==> src/rtl/avalon_arb_pkg.sv <==
// Shared types and constants for the two-requester Avalon-MM SDRAM arbiter.
package avalon_arb_pkg;

    // Transaction phases of the shared host port
    typedef enum logic [1:0] {
        IDLE     = 2'd0,
        RD_CMD   = 2'd1,
        RD_DATA  = 2'd2,
        WR_BURST = 2'd3
    } arb_state_t;

    // Requester indices: video reader and auxiliary master
    localparam int REQ_VIDEO = 0;
    localparam int REQ_AUX   = 1;
    localparam int NUM_REQ   = 2;

    // Default Avalon widths
    localparam int DEF_AW = 32;
    localparam int DEF_DW = 32;
    localparam int DEF_BW = 6;

endpackage

==> src/rtl/avalon_arbiter_rr.sv <==
// Two-way round-robin pick: the requester that did not win last time gets
// priority when both are asking.
module rr_arbiter2
    import avalon_arb_pkg::*;
(
    input  logic [1:0] req,
    input  logic       last,       // index of the most recent winner
    output logic [1:0] grant_next  // one-hot winner, 2'b00 when nobody asks
);

    // Resolve contention against the last winner; otherwise pass the lone request
    always_comb begin
        grant_next = 2'b00;
        if (req == 2'b11) begin
            if (last) grant_next[REQ_VIDEO] = 1'b1;
            else      grant_next[REQ_AUX]   = 1'b1;
        end else begin
            grant_next = req;
        end
    end

endmodule

==> src/rtl/avalon_arbiter.sv <==
// Arbitrates a video reader and an auxiliary master onto one SDRAM Avalon-MM
// host port. One burst in flight at a time; the owner's command passes
// straight through, read data is steered back to the owner only.
module avalon_arbiter
    import avalon_arb_pkg::*;
#(
    parameter int AW = DEF_AW,
    parameter int DW = DEF_DW,
    parameter int BW = DEF_BW
) (
    input  logic            clk,
    input  logic            reset_n,

    input  logic [AW-1:0]   m0_address,
    input  logic [BW-1:0]   m0_burstcount,
    input  logic [DW-1:0]   m0_writedata,
    input  logic [DW/8-1:0] m0_byteenable,
    input  logic            m0_read,
    input  logic            m0_write,
    output logic            m0_waitrequest,
    output logic [DW-1:0]   m0_readdata,
    output logic            m0_readdatavalid,

    input  logic [AW-1:0]   m1_address,
    input  logic [BW-1:0]   m1_burstcount,
    input  logic [DW-1:0]   m1_writedata,
    input  logic [DW/8-1:0] m1_byteenable,
    input  logic            m1_read,
    input  logic            m1_write,
    output logic            m1_waitrequest,
    output logic [DW-1:0]   m1_readdata,
    output logic            m1_readdatavalid,

    output logic [AW-1:0]   s_address,
    output logic [BW-1:0]   s_burstcount,
    output logic [DW-1:0]   s_writedata,
    output logic [DW/8-1:0] s_byteenable,
    output logic            s_read,
    output logic            s_write,
    input  logic            s_waitrequest,
    input  logic [DW-1:0]   s_readdata,
    input  logic            s_readdatavalid,

    output logic [1:0]      grant,
    output logic            err_stray
);

    localparam int BEW = DW / 8;
    localparam logic [BW-1:0] BEAT_ONE = BW'(1);

    logic [NUM_REQ-1:0][AW-1:0]  m_address;
    logic [NUM_REQ-1:0][BW-1:0]  m_burstcount;
    logic [NUM_REQ-1:0][DW-1:0]  m_writedata;
    logic [NUM_REQ-1:0][BEW-1:0] m_byteenable;
    logic [NUM_REQ-1:0]          m_read, m_write, req;
    logic [NUM_REQ-1:0]          m_waitreq, m_rdv;

    arb_state_t    state, state_nxt;
    logic [1:0]    grant_q, grant_nxt, rr_grant;
    logic          last_q, last_nxt;
    logic [BW-1:0] beat_cnt, beat_cnt_nxt;
    logic [BW-1:0] beat_tot, beat_tot_nxt;
    logic [BW-1:0] beat_inc, own_burst, wr_tot;
    logic          own;

    assign m_address    = {m1_address,    m0_address};
    assign m_burstcount = {m1_burstcount, m0_burstcount};
    assign m_writedata  = {m1_writedata,  m0_writedata};
    assign m_byteenable = {m1_byteenable, m0_byteenable};
    assign m_read       = {m1_read,  m0_read};
    assign m_write      = {m1_write, m0_write};
    assign req          = m_read | m_write;

    rr_arbiter2 u_rr (
        .req        (req),
        .last       (last_q),
        .grant_next (rr_grant)
    );

    // Owner index; grant is one-hot whenever the FSM is outside IDLE
    assign own       = grant_q[REQ_AUX];
    // A burstcount of 0 is treated as a single beat
    assign own_burst = (m_burstcount[own] == '0) ? BEAT_ONE : m_burstcount[own];
    // The write length is only known once the first beat is accepted
    assign wr_tot    = (beat_cnt == '0) ? own_burst : beat_tot;
    // Max burst is 2^(BW-1), so this never wraps
    assign beat_inc  = beat_cnt + BEAT_ONE;

    // Command pass-through, waitrequest steering and read-data routing
    always_comb begin
        s_address    = m_address[own];
        s_burstcount = m_burstcount[own];
        s_writedata  = m_writedata[own];
        s_byteenable = m_byteenable[own];
        s_read       = 1'b0;
        s_write      = 1'b0;
        m_waitreq    = '1;
        m_rdv        = '0;
        err_stray    = 1'b0;
        case (state)
            RD_CMD: begin
                s_read         = m_read[own];
                m_waitreq[own] = s_waitrequest;
            end
            WR_BURST: begin
                s_write        = m_write[own];
                m_waitreq[own] = s_waitrequest;
            end
            RD_DATA: m_rdv[own] = s_readdatavalid;
            default: ;
        endcase
        // Any return beat outside a read data phase has no home
        if (state != RD_DATA) err_stray = s_readdatavalid;
    end

    // Next-state: grant on request, count beats, release to IDLE on the last one
    always_comb begin
        state_nxt    = state;
        grant_nxt    = grant_q;
        last_nxt     = last_q;
        beat_cnt_nxt = beat_cnt;
        beat_tot_nxt = beat_tot;
        case (state)
            IDLE: begin
                if (|req) begin
                    grant_nxt    = rr_grant;
                    last_nxt     = rr_grant[REQ_AUX];
                    beat_cnt_nxt = '0;
                    // Read wins when the winner raises both strobes
                    state_nxt    = m_read[rr_grant[REQ_AUX]] ? RD_CMD : WR_BURST;
                end
            end
            RD_CMD: begin
                if (s_read && !s_waitrequest) begin
                    beat_tot_nxt = own_burst;
                    beat_cnt_nxt = '0;
                    state_nxt    = RD_DATA;
                end
            end
            RD_DATA: begin
                if (s_readdatavalid) begin
                    beat_cnt_nxt = beat_inc;
                    if (beat_inc == beat_tot) begin
                        state_nxt    = IDLE;
                        grant_nxt    = '0;
                        beat_cnt_nxt = '0;
                    end
                end
            end
            WR_BURST: begin
                if (s_write && !s_waitrequest) begin
                    if (beat_cnt == '0) beat_tot_nxt = own_burst;
                    beat_cnt_nxt = beat_inc;
                    // Leaving here drops grant, so the owner sees waitrequest=1
                    // from the cycle after its last accepted beat
                    if (beat_inc == wr_tot) begin
                        state_nxt    = IDLE;
                        grant_nxt    = '0;
                        beat_cnt_nxt = '0;
                    end
                end
            end
            default: state_nxt = IDLE;
        endcase
    end

    // State registers; last_q=1 after reset so requester 0 wins first
    always_ff @(posedge clk) begin
        if (!reset_n) begin
            state    <= IDLE;
            grant_q  <= '0;
            last_q   <= 1'b1;
            beat_cnt <= '0;
            beat_tot <= '0;
        end else begin
            state    <= state_nxt;
            grant_q  <= grant_nxt;
            last_q   <= last_nxt;
            beat_cnt <= beat_cnt_nxt;
            beat_tot <= beat_tot_nxt;
        end
    end

    assign grant            = grant_q;
    assign m0_waitrequest   = m_waitreq[REQ_VIDEO];
    assign m1_waitrequest   = m_waitreq[REQ_AUX];
    assign m0_readdatavalid = m_rdv[REQ_VIDEO];
    assign m1_readdatavalid = m_rdv[REQ_AUX];
    assign m0_readdata      = s_readdata;
    assign m1_readdata      = s_readdata;

endmodule

==> config.mk <==
export PLATFORM = sky130hd
export DESIGN_NAME = avalon_arbiter
export DESIGN_NICKNAME = d
export VERILOG_FILES = /design/src/rtl/avalon_arb_pkg.sv /design/src/rtl/avalon_arbiter_rr.sv /design/src/rtl/avalon_arbiter.sv
export SDC_FILE = /design/constraint.sdc
export NUM_CORES = 1
export LEC_CHECK = 0
export ABC_AREA = 1
export CORE_AREA = 2 2 131 133
export CTS_CLUSTER_DIAMETER = 30
export DETAILED_ROUTE_END_ITERATION = 16
export DIE_AREA = 0 0 133 135
export PLACE_DENSITY = 0.57
export SYNTH_ARGS = -nofsm -noshare
export SYNTH_HDL_FRONTEND = slang
export SYNTH_HIERARCHICAL = 1
export SYNTH_SLANG_ARGS = --single-unit
==> constraint.sdc <==
create_clock -name clk -period 2.3 [get_ports clk]
set_input_delay 0.575 -clock clk [delete_from_list [all_inputs] [get_ports clk]]
set_output_delay 0.575 -clock clk [all_outputs]
set_load 0.01 [all_outputs]
==> results <==
==> cell type report <==
| cell class | instances | area share, % |
|---|---|---|
| well taps | 220 | 5.18 |
| clock buffers | 3 | 1.41 |
| diodes | 1 | 0.0471 |
| flip-flops and latches | 17 | 6.49 |
| multi-input cells | 411 | 33.2 |
| inverters | 43 | 3.08 |
| clock inverters | 1 | 0.141 |
| repair buffers | 268 | 50.5 |
==> worst register-to-register path, delay by kind of cell, from the launching register on <==
kind            cells  cell delay [ps]
flops               1              400
compound gates      1              230
xor+xnor            1              150
simple gates        7              780
buf+inv             1               90
fa+ha+maj           1              330
==> state kept, by name (all words and copies together) (netlist names) <==
| name | count |
|---|---|
| beat_cnt | 6 |
| beat_tot | 6 |
| grant | 2 |
| last_q | 1 |
| state | 2 |
==> cell families (layout without fill, tap and decap cells) <==
family,count (synthesis),count (layout)
and+or+nand+nor,364,364
adders and majority gates,2,2
DFF,17,17
buffers and inverters,128,315
xor gates and xnor gates,4,4
other,0,1
AOI/OAI and AO/OA,41,41
==> final timing paths <==
kind / from / end / slack [ps]
worst max-delay path: m0_writedata[24] / s_writedata[24] / 20
worst min-delay path: last_q / last_q / 490
worst max register to register: beat_cnt[0] / beat_cnt[5] / 200
worst min register to register: last_q / last_q / 490
==> power by group through the flow <==
stage	sequential (mW)	combinational (mW)	clock [mW]
after floorplan	0.478	2.03	0
after global placement	0.533	3.72	0
after detailed placement	0.533	3.71	0
after CTS	0.529	3.59	0.374
after global routing	0.553	3.95	0.388
final	0.536	3.56	0.371
==> cell usage in the layout, fill, tap and decap left out, drive strengths merged <==
cell type,synthesis,layout
clkdlybuf4s50,0,165
xnor2,1,1
nor3,6,6
or2,2,2
dfxtp,17,17
o211ai,1,1
clkinvlp,0,1
nand3,30,30
diode,0,1
dlymetal6s2s,0,25
nand3b,2,2
xor2,3,3
clkbuf,14,3
a21oi,19,19
nor2,31,31
dlygate4sd2,0,47
inv,43,43
nand4,2,2
o21ai,18,18
nand2,291,291
a31oi,3,3
buf,71,31
ha,2,2
==> per-stage QoR <==
stage	utilization, %	power, mW	TNS (ps)
3_3_place_gp	31.6	4.25	-3820
2_1_floorplan	-	2.51	0
3_5_place_dp	31.6	4.25	-4110
5_1_grt	32.4	4.90	0
6_report	32.4	4.47	0
4_1_cts	31.8	4.49	0
==> metal layers <==
layer | vias up | share of wire, % | GRT usage, %
met1 | 1592 | 40 | 18.1
met5 | - | 0.087 | 0
met3 | 13 | 12 | 7.58
met2 | 201 | 48 | 27.3
li1 | 2021 | - | -
met4 | 2 | 0.27 | 0.538
==> synth_stat cells, drive strengths merged (2+ instances only) <==
master and n:
dfxtp 17, o21ai 18, buf 71, nor2 31, xor2 3, inv 43, nand2 291, nor3 6
a31oi 3, nand3b 2, or2 2, a21oi 19, nand4 2, ha 2, nand3 30, clkbuf 14
==> repair_timing <==
item,4_1_cts,5_1_grt
hold buffers,0,0
hold endpoints to repair,0,0
resized for setup,51,35
setup endpoints to repair,51,38
buffers inserted,0,0
==> impl_metrics.py <==
metrics = {
    "route": {
        "drt-initial-drc-count": 200,
        "drtPass1Iterations": 4,
        "drc_errors": 0,
        "vias": 3829,
        "wl_per_cell_um": 15.5,
        "totalWireLength_um": 14900,
        "ant_nets": 0,
        "vias_per_cell": 3.97,
    },
    "clock_tree": {
        "htreeDepth": 1,
        "cts.sinks": 17,
        "cts_tree": "yes",
        "clkTransAtPathRegs_ps": 60,
        "clk_latency_ps": 260,
        "cts_buffers": 3,
        "ctsLongestPathBuffers": 2,
        "clockRootBuffer": "clkbuf_16",
    },
    "floorplan": {
        "die_area_mm2": 0.0180,
        "die_h_um": 135,
        "ioPinCount": 335,
        "start_util_pct": 17.2,
        "num_rows": 47,
        "die_width_um": 133,
        "core_mm2": 0.0164,
    },
    "logic_synthesis": {
        "synth-async-reset-ratio_pct": 0,
        "ys_seq_elements": 17,
        "ys_seq_area_share_pct": 12.0,
        "yosysTopAreaCellShare_pct": 38.4,
        "synth_xor_area_share_pct": 1.24,
        "yosys.area_share.simple_pct": 51.7,
        "ys.flop_type": "dfxtp_1",
        "synth_top_family_by_area": "simple AND/OR/NAND/NOR gates",
        "synth_fp_nets": 746,
        "synth_compound_area_share_pct": 7.88,
        "post-synth-top-area-cell": "nand2_1",
        "synth_area_mm2": 0.00283,
        "synthCells": 556,
        "yosys_warnings": 6,
        "syn_area_per_cell_um2": 5.08,
        "synth_area_leaders": "nand2_1 (38%), buf_4 (18%), dfxtp_1 (12%)",
        "synth_mux_area_share_pct": 0,
        "synth-adder-area-share_pct": 0.886,
        "synth_cell_types": 28,
        "synth_edf_count": 0,
    },
    "sta": {
        "min_period_ps": 2280,
        "rsz0062_at_grt": "no",
        "fin_skew_ps": 8.05,
        "setup_viol": 0,
        "maxSlewHeadroom_pct": 73.9,
        "worst_slew_pin_slew_ps": 390,
        "max_freq_mhz": 438,
        "timing.final.ws_setup_ps": 16.8,
        "drv_slew": 0,
        "fin_hold_ws_ps": 492,
        "hold_viol_final": 0,
        "period_share_pct": 99.3,
    },
    "cells_and_area": {
        "fin_nets": 934,
        "seqCellArea_um2": 345,
        "multiInputGateArea_mm2": 0.00176,
        "finalInstanceArea_mm2": 0.00532,
        "synthToLayoutAreaGrowth_pct": 88.2,
        "layoutNonFillerInstCount": 964,
        "fill_cells": 1857,
        "drive_above_1_share_pct": 8.34,
    },
    "setup_path": {
        "cp_cell_sequence": "clkdlybuf4s50_1, nand2_1, nand2_1, clkdlybuf4s50_1",
        "crit_fanout": 1,
        "cp_num_cells": 4,
        "timing.critical_path.buf_inv": 2,
        "reg2reg_depth": 11,
        "slowest_stage": "clkdlybuf4s50_1",
        "cpPeakStageDelay_ps": 540,
        "critPathKind": "primary input to primary output",
        "cp.required_ps": 1730,
        "arrival_ps": 1710,
        "worst_setup_path_start_kind": "primary input",
        "endpoint_kind": "primary output",
        "crit_family": "buffers and inverters",
    },
    "global_route": {
        "antenna_found_initial": 2,
        "grt_pass1_vias": 3808,
        "grt_max_degree": 60,
        "overflow": 0,
        "grt_pass1_wl_um": 21600,
        "track_usage_pct": 15.5,
    },
    "placement": {
        "pre_cts_ws_ps": -262,
        "numPortBuffers": 238,
        "place_congestion": 0.825,
        "dp.cells": 959,
        "hpwl_um": 12800,
        "place_area_mm2": 0.00518,
    },
    "power": {
        "p_per_area_mw_per_mm2": 840,
        "p_leak_nw": 2.81,
        "combPwrFrac_pct": 79.7,
        "intPower_mw": 2.21,
        "clkPwrFrac_pct": 8.3,
        "switching_share_pct": 50.6,
        "p_sw_mw": 2.26,
        "p_seq_share_pct": 12.0,
        "irDropWorstVdd_mv": 0.330,
    },
    "run_status": {
        "run_status": "finished clean",
    },
    "worst_hold_path": {
        "holdPathStages": 2,
        "worst_hold_path_type": "register to register",
    },
    "job": {
        "drv_cap": 0,
    },
}
No activity file was read; power rests on OpenSTA's default activity.
==> patch 1, RTL diff (same settings) <==
Set the package constant `DEF_BW` to 12 (it was 6).
--- a/src/rtl/avalon_arb_pkg.sv
+++ b/src/rtl/avalon_arb_pkg.sv
@@ -19,3 +19,3 @@
     localparam int DEF_DW = 32;
-    localparam int DEF_BW = 6;
+    localparam int DEF_BW = 12;
 
Ports: changed (resized m0_burstcount, m1_burstcount and s_burstcount); port bits go from 335 to 353. The function was not compared with the original's and may differ.
==> patch 1 against the unedited design <==
  * Routed wire length increased by 39%
  * Power increased by 34%
  * Sequential power grew 44%
  * Sequential cell count up 12
  * Sequential share of layout area is 1.4 points higher
  * Design area up 45%
  * Setup slack lost 0.0047 ns
  * Synthesized area grew 39%
  * Critical path type is now reg -> out
==> patch 1: results (changes against the unedited design) <==
** Place
- The detailed placer's ending HPWL is 16,700 um (was 12,800 um).
- The worst slack at placement was -0.473 ns (was -0.262 ns).
- The final estimated routing congestion in global placement was 0.889 (was 0.825).
- DP Area :: 6820 um2 (was 5180 um2)

** Routing
- Number of iterations in the first detailed-routing pass :: 6 (was 4)
- Detailed route wirelength on metal3 :: 2090 um (was 1730 um)
- Detailed-route via count :: 5,581 (was 3,829)
- The total length of routed wires was 20,800 um (was 14,900 um).
- Routed wire length on met2 :: 9960 um (was 7090 um)
- Wire length the detailed router placed on met1 :: 8460 um (was 6030 um)
- Initial detailed-routing violation count :: 435 (was 200)

** Synthesis
- Post-synth top cells :: nand2_1 (357), inv_1 (82), buf_4 (65), nor2_1 (58), nand3_1 (40) (was nand2_1 (289), buf_4 (67), inv_1 (36), nand3_1 (30), nor2_1 (27))
- Largest cells by area after synthesis :: nand2_1 (34%), dfxtp_1 (15%), buf_4 (12%) (was nand2_1 (38%), buf_4 (18%), dfxtp_1 (12%))
- Number of library cell types mapped by synthesis :: 35 (was 28)
- Fraction of the yosys area taken by sequential cells :: 14.8% (was 12.0%)
- Average instance area after synthesis :: 5.19 um2 (was 5.08 um2)
- Syn_nets :: 956 (was 746)

** Pwr
- The leakage dissipation was 4.08 nW (was 2.81 nW).
- P_seq :: 0.773 mW (was 0.536 mW)
- The net switching share of the total power is 47.0% (was 50.6%).

** Cells and area
- Clk_buf instances :: 5 (was 3)
- The proportion of cell area occupied by registers was 7.93% (was 6.49%).
- Filler cell count :: 1,711 (was 1,857)
- The portion of the layout cell area used by clock cells was 1.86% (was 1.55%).
- The sequential cell count is 29 (was 17).
- Post-Layout Inst Area :: 7690 um2 (was 5320 um2)
- The footprint of the multi-input gates was 2740 um2 (was 1760 um2).
- Largest registers ranked by flip-flop count: beat_cnt (12), beat_tot (12) (was beat_cnt (6), beat_tot (6)).

** Timing
- Largest clock skew in the final design :: 0.00343 ns (was 0.00805 ns)

** Outcome
- Run status :: finished clean (unchanged)

** Clock network
- CTS Buf Count :: 5 (was 3)
- The post-CTS resize count came to 77 (was 51).
- The insertion delay to the later sink of the worst-skew pair came to 0.28 ns (was 0.26 ns).
- Setup Buffers After CTS :: 2 (was 0)

** Global routing
- Met3 track utilization from global routing :: 8.82% (was 7.58%)
- The overall global routing resource usage came to 21.1% (was 15.5%).
- The initial antenna violation count is 1 (was 2).

** Critical path
- Biggest fanout along the worst timing path :: 18 (was 1)
- Buffers & Inverters on Critical Path :: 4 (was 2)
patch 1: worst paths after layout:
check	startpoint	end	slack [ns]	cells past startpoint
setup / recovery	grant[1]$_SDFFE_PN0P_	s_writedata[12]	0.01	6
hold / removal	beat_tot[9]$_SDFFE_PN0P_	beat_tot[9]$_SDFFE_PN0P_	0.51	2
setup reg to reg	grant[1]$_SDFFE_PN0P_	beat_cnt[9]$_SDFFE_PN0P_	0.07	19
hold reg to reg	beat_tot[9]$_SDFFE_PN0P_	beat_tot[9]$_SDFFE_PN0P_	0.51	2
patch 1: kinds of logic (layout without fill, tap and decap cells):
family	after synthesis	in the layout	share of synthesized area, %
AO/OA/AOI/OAI	65	65	10.1
XOR/XNOR	7	7	1.76
adder cells (fa/ha/maj)	2	2	0.639
buffers and inverters	174	456	23.8
flip-flops	29	29	14.8
other	0	1	0
AND/OR/NAND/NOR	477	477	48.9
patch 1: worst min-delay path: stages (launching register included):
cell	delay [ns]
dfxtp_1	0.32
inv_1	0.07
a211oi_1	0.06
==> patch 2, RTL diff (same settings) <==
Without the edit above. Make the reset (`reset_n`) asynchronous in one clocked block.
--- a/src/rtl/avalon_arbiter.sv
+++ b/src/rtl/avalon_arbiter.sv
@@ -167,3 +167,3 @@
     // State registers; last_q=1 after reset so requester 0 wins first
-    always_ff @(posedge clk) begin
+    always_ff @(posedge clk or negedge reset_n) begin
         if (!reset_n) begin
Behaviour: differs if reset_n is asserted again (counterexample within 4 cycles, from zero or initial values and one cycle with reset_n low); with reset_n held inactive, the same outputs for 4 cycles.
==> patch 2 against the unedited design <==
  * Setup slack worse by 0.013 ns
  * Power up 20%
  * Routed wire length up 2.0%
  * Critical endpoint is now s_address[14]
  * Sequential power down 3%
  * Sequential cell count unchanged
  * Highest routed layer is now met4
  * Largest cell class unchanged
  * Design area up 4.1%
  * Clock power up 2%
  * Synthesized area up 2.8%
  * Critical path type is now reg -> out
  * Synthesized cell count down 0.36%
  * Global-route usage up 0.090 points
==> patch 2: results (changes against the unedited design) <==
** Min path
- The start point of the worst hold path is last_q$_DFFE_PN1P_ (was last_q$_SDFFE_PN1P_).
- The hold path endpoint was last_q$_DFFE_PN1P_ (was last_q$_SDFFE_PN1P_).

** Synthesis
- Fraction of registers with async set/reset :: 100% (was 0%)
- Average instance area after synthesis :: 5.24 um2 (was 5.08 um2)
- Main synth FF type :: dfrtp_1 (was dfxtp_1)
- Largest cells by area after synthesis: nand2_1 (39%), buf_4 (17%), dfrtp_1 (14%) (was nand2_1 (38%), buf_4 (18%), dfxtp_1 (12%)).
- The unique cell type count in the Yosys netlist came to 32 (was 28).
- Post-synth top cells: nand2_1 (300), buf_4 (64), inv_1 (45), nand3_1 (24), nor2_1 (24) (was nand2_1 (289), buf_4 (67), inv_1 (36), nand3_1 (30), nor2_1 (27)).
- The sequential share of the synthesized area was 14.7% (was 12.0%).
- Syn_nets :: 744 (was 746)

** Cells and area
- Filler cell count :: 1,818 (was 1,857)
- Post-Layout Inst Area :: 5540 um2 (was 5320 um2)
- The count of multi-input gates came to 403 (was 411).
- The proportion of cell area occupied by registers is 7.73% (was 6.49%).
- The final layout net count was 945 (was 934).
- The count of inverters not on the clock network in the layout was 48 (was 43).
- The data-path buffer share of cell area in the final layout is 50.8% (was 50.5%).
- The non-clock buffer instance count of the final layout was 282 (was 268).
- The number of diodes added for antenna fixing is 0 (was 1).
- Layout cell share with drive strength beyond 1 :: 10.7% (was 8.34%)
- The proportion of cell area occupied by multi-input gates was 31.6% (was 33.2%).
- The portion of the layout cell area used by clock cells is 1.49% (was 1.55%).
- The sequential cell count came to 17 (unchanged).

** Place
- The worst slack at placement is -0.388 ns (was -0.262 ns).
- The detailed placer's ending HPWL is 12,700 um (was 12,800 um).
- Instance count after placement with tap cells included :: 964 (was 959)
- The final estimated routing congestion in global placement is 0.835 (was 0.825).

** Critical path
- Data arrives at the worst endpoint at 1.72 ns.
- Biggest fanout along the worst timing path :: 19 (was 1)
- The endpoint of the worst register-to-register path is grant[0]$_DFFE_PN0P_ (was beat_cnt[5]$_SDFFE_PN0P_).
- The logic depth of the worst register-to-register path came to 16 (was 11).

** Global routing
- Vias in the first global route :: 3,570 (was 3,808)
- Overall fraction of global-route tracks in use :: 15.6% (was 15.5%)
- The initial antenna violation count came to 0 (was 2).
- Wire length of the first global-routing pass :: 21,400 um (was 21,600 um)
- Pin count of the biggest net entering global routing :: 28 (was 60)

** Timing
- The slew at the pin closest to its max-slew limit is 0.308 ns (was 0.390 ns).
- Worst Hold Margin :: 0.475 ns (was 0.492 ns)
- The final-layout setup total negative slack is 0 ns (unchanged).
- The largest clock skew in the final design came to 0.00361 ns (was 0.00805 ns).

** Pwr
- The largest vdd supply drop came to 0.000432 V (was 0.000330 V).
- Leakage power total :: 2.94 nW (was 2.81 nW)

** Routing
- The via count is 3,885 (was 3,829).
- Routed length per placed instance :: 15.6 um (was 15.5 um)

** Outcome
- Run status :: finished clean (unchanged)
[patch 2: cell types whose count changed after synthesis, sizes merged, moves of 4 or more]
cell	delta
inv	+5
nor3	-4
buf	+6
a21oi	-9
dfrtp	+16
nor2	-5
nand2	+13
clkbuf	-5
dfxtp	-17
[patch 2: kinds of logic after synthesis]
group	Yosys count	synth area share (%)
and+or+nand+nor	363	49.6
DFF	17	14.7
xor gates and xnor gates	3	0.905
AOI/OAI and AO/OA	35	7.54
buffers and inverters	134	26.4
adders and majority gates	2	0.861
[patch 2: repair_timing]
| item | CTS | global route |
|---|---|---|
| gates resized for setup | 64 | 27 |
| endpoints found under the setup margin | 74 | 40 |
| buffers inserted | 2 | 0 |
| hold buffers | 0 | 0 |
| pin swaps | 1 | 1 |
| gates cloned | 2 | 2 |
| hold endpoints to repair | 0 | 0 |
[patch 2: per-layer routing]
metal	vias up	GRT usage, %	wire, um
met5	-	0	0
met4	0	3.35	249
met3	18	6.16	1630
met2	200	25.4	7050
met1	1651	19.6	6270
li1	2016	-	-
[patch 2: how the worst max path moves through the flow]
| stage | start | slack, ns | cells after the start | to |
|---|---|---|---|---|
| after floorplan | beat_cnt[0]$_DFFE_PN0P_ | 0.36 | 12 | grant[1]$_DFFE_PN0P_ |
| after global placement | m0_write | -0.41 | 5 | s_write |
| after detailed placement | m0_write | -0.39 | 5 | s_write |
| after CTS | m0_write | -0.09 | 5 | s_write |
| after global routing | grant[1]$_DFFE_PN0P_ | -0.06 | 5 | s_address[21] |
| final | grant[1]$_DFFE_PN0P_ | 0.004 | 5 | s_address[14] |
[patch 2: report_power, final]
group          leakage, nW  switching, mW  internal [mW]
logic                 2.68           2.37           2.10
registers            0.215          0.106          0.414
clock network       0.0371          0.144          0.236
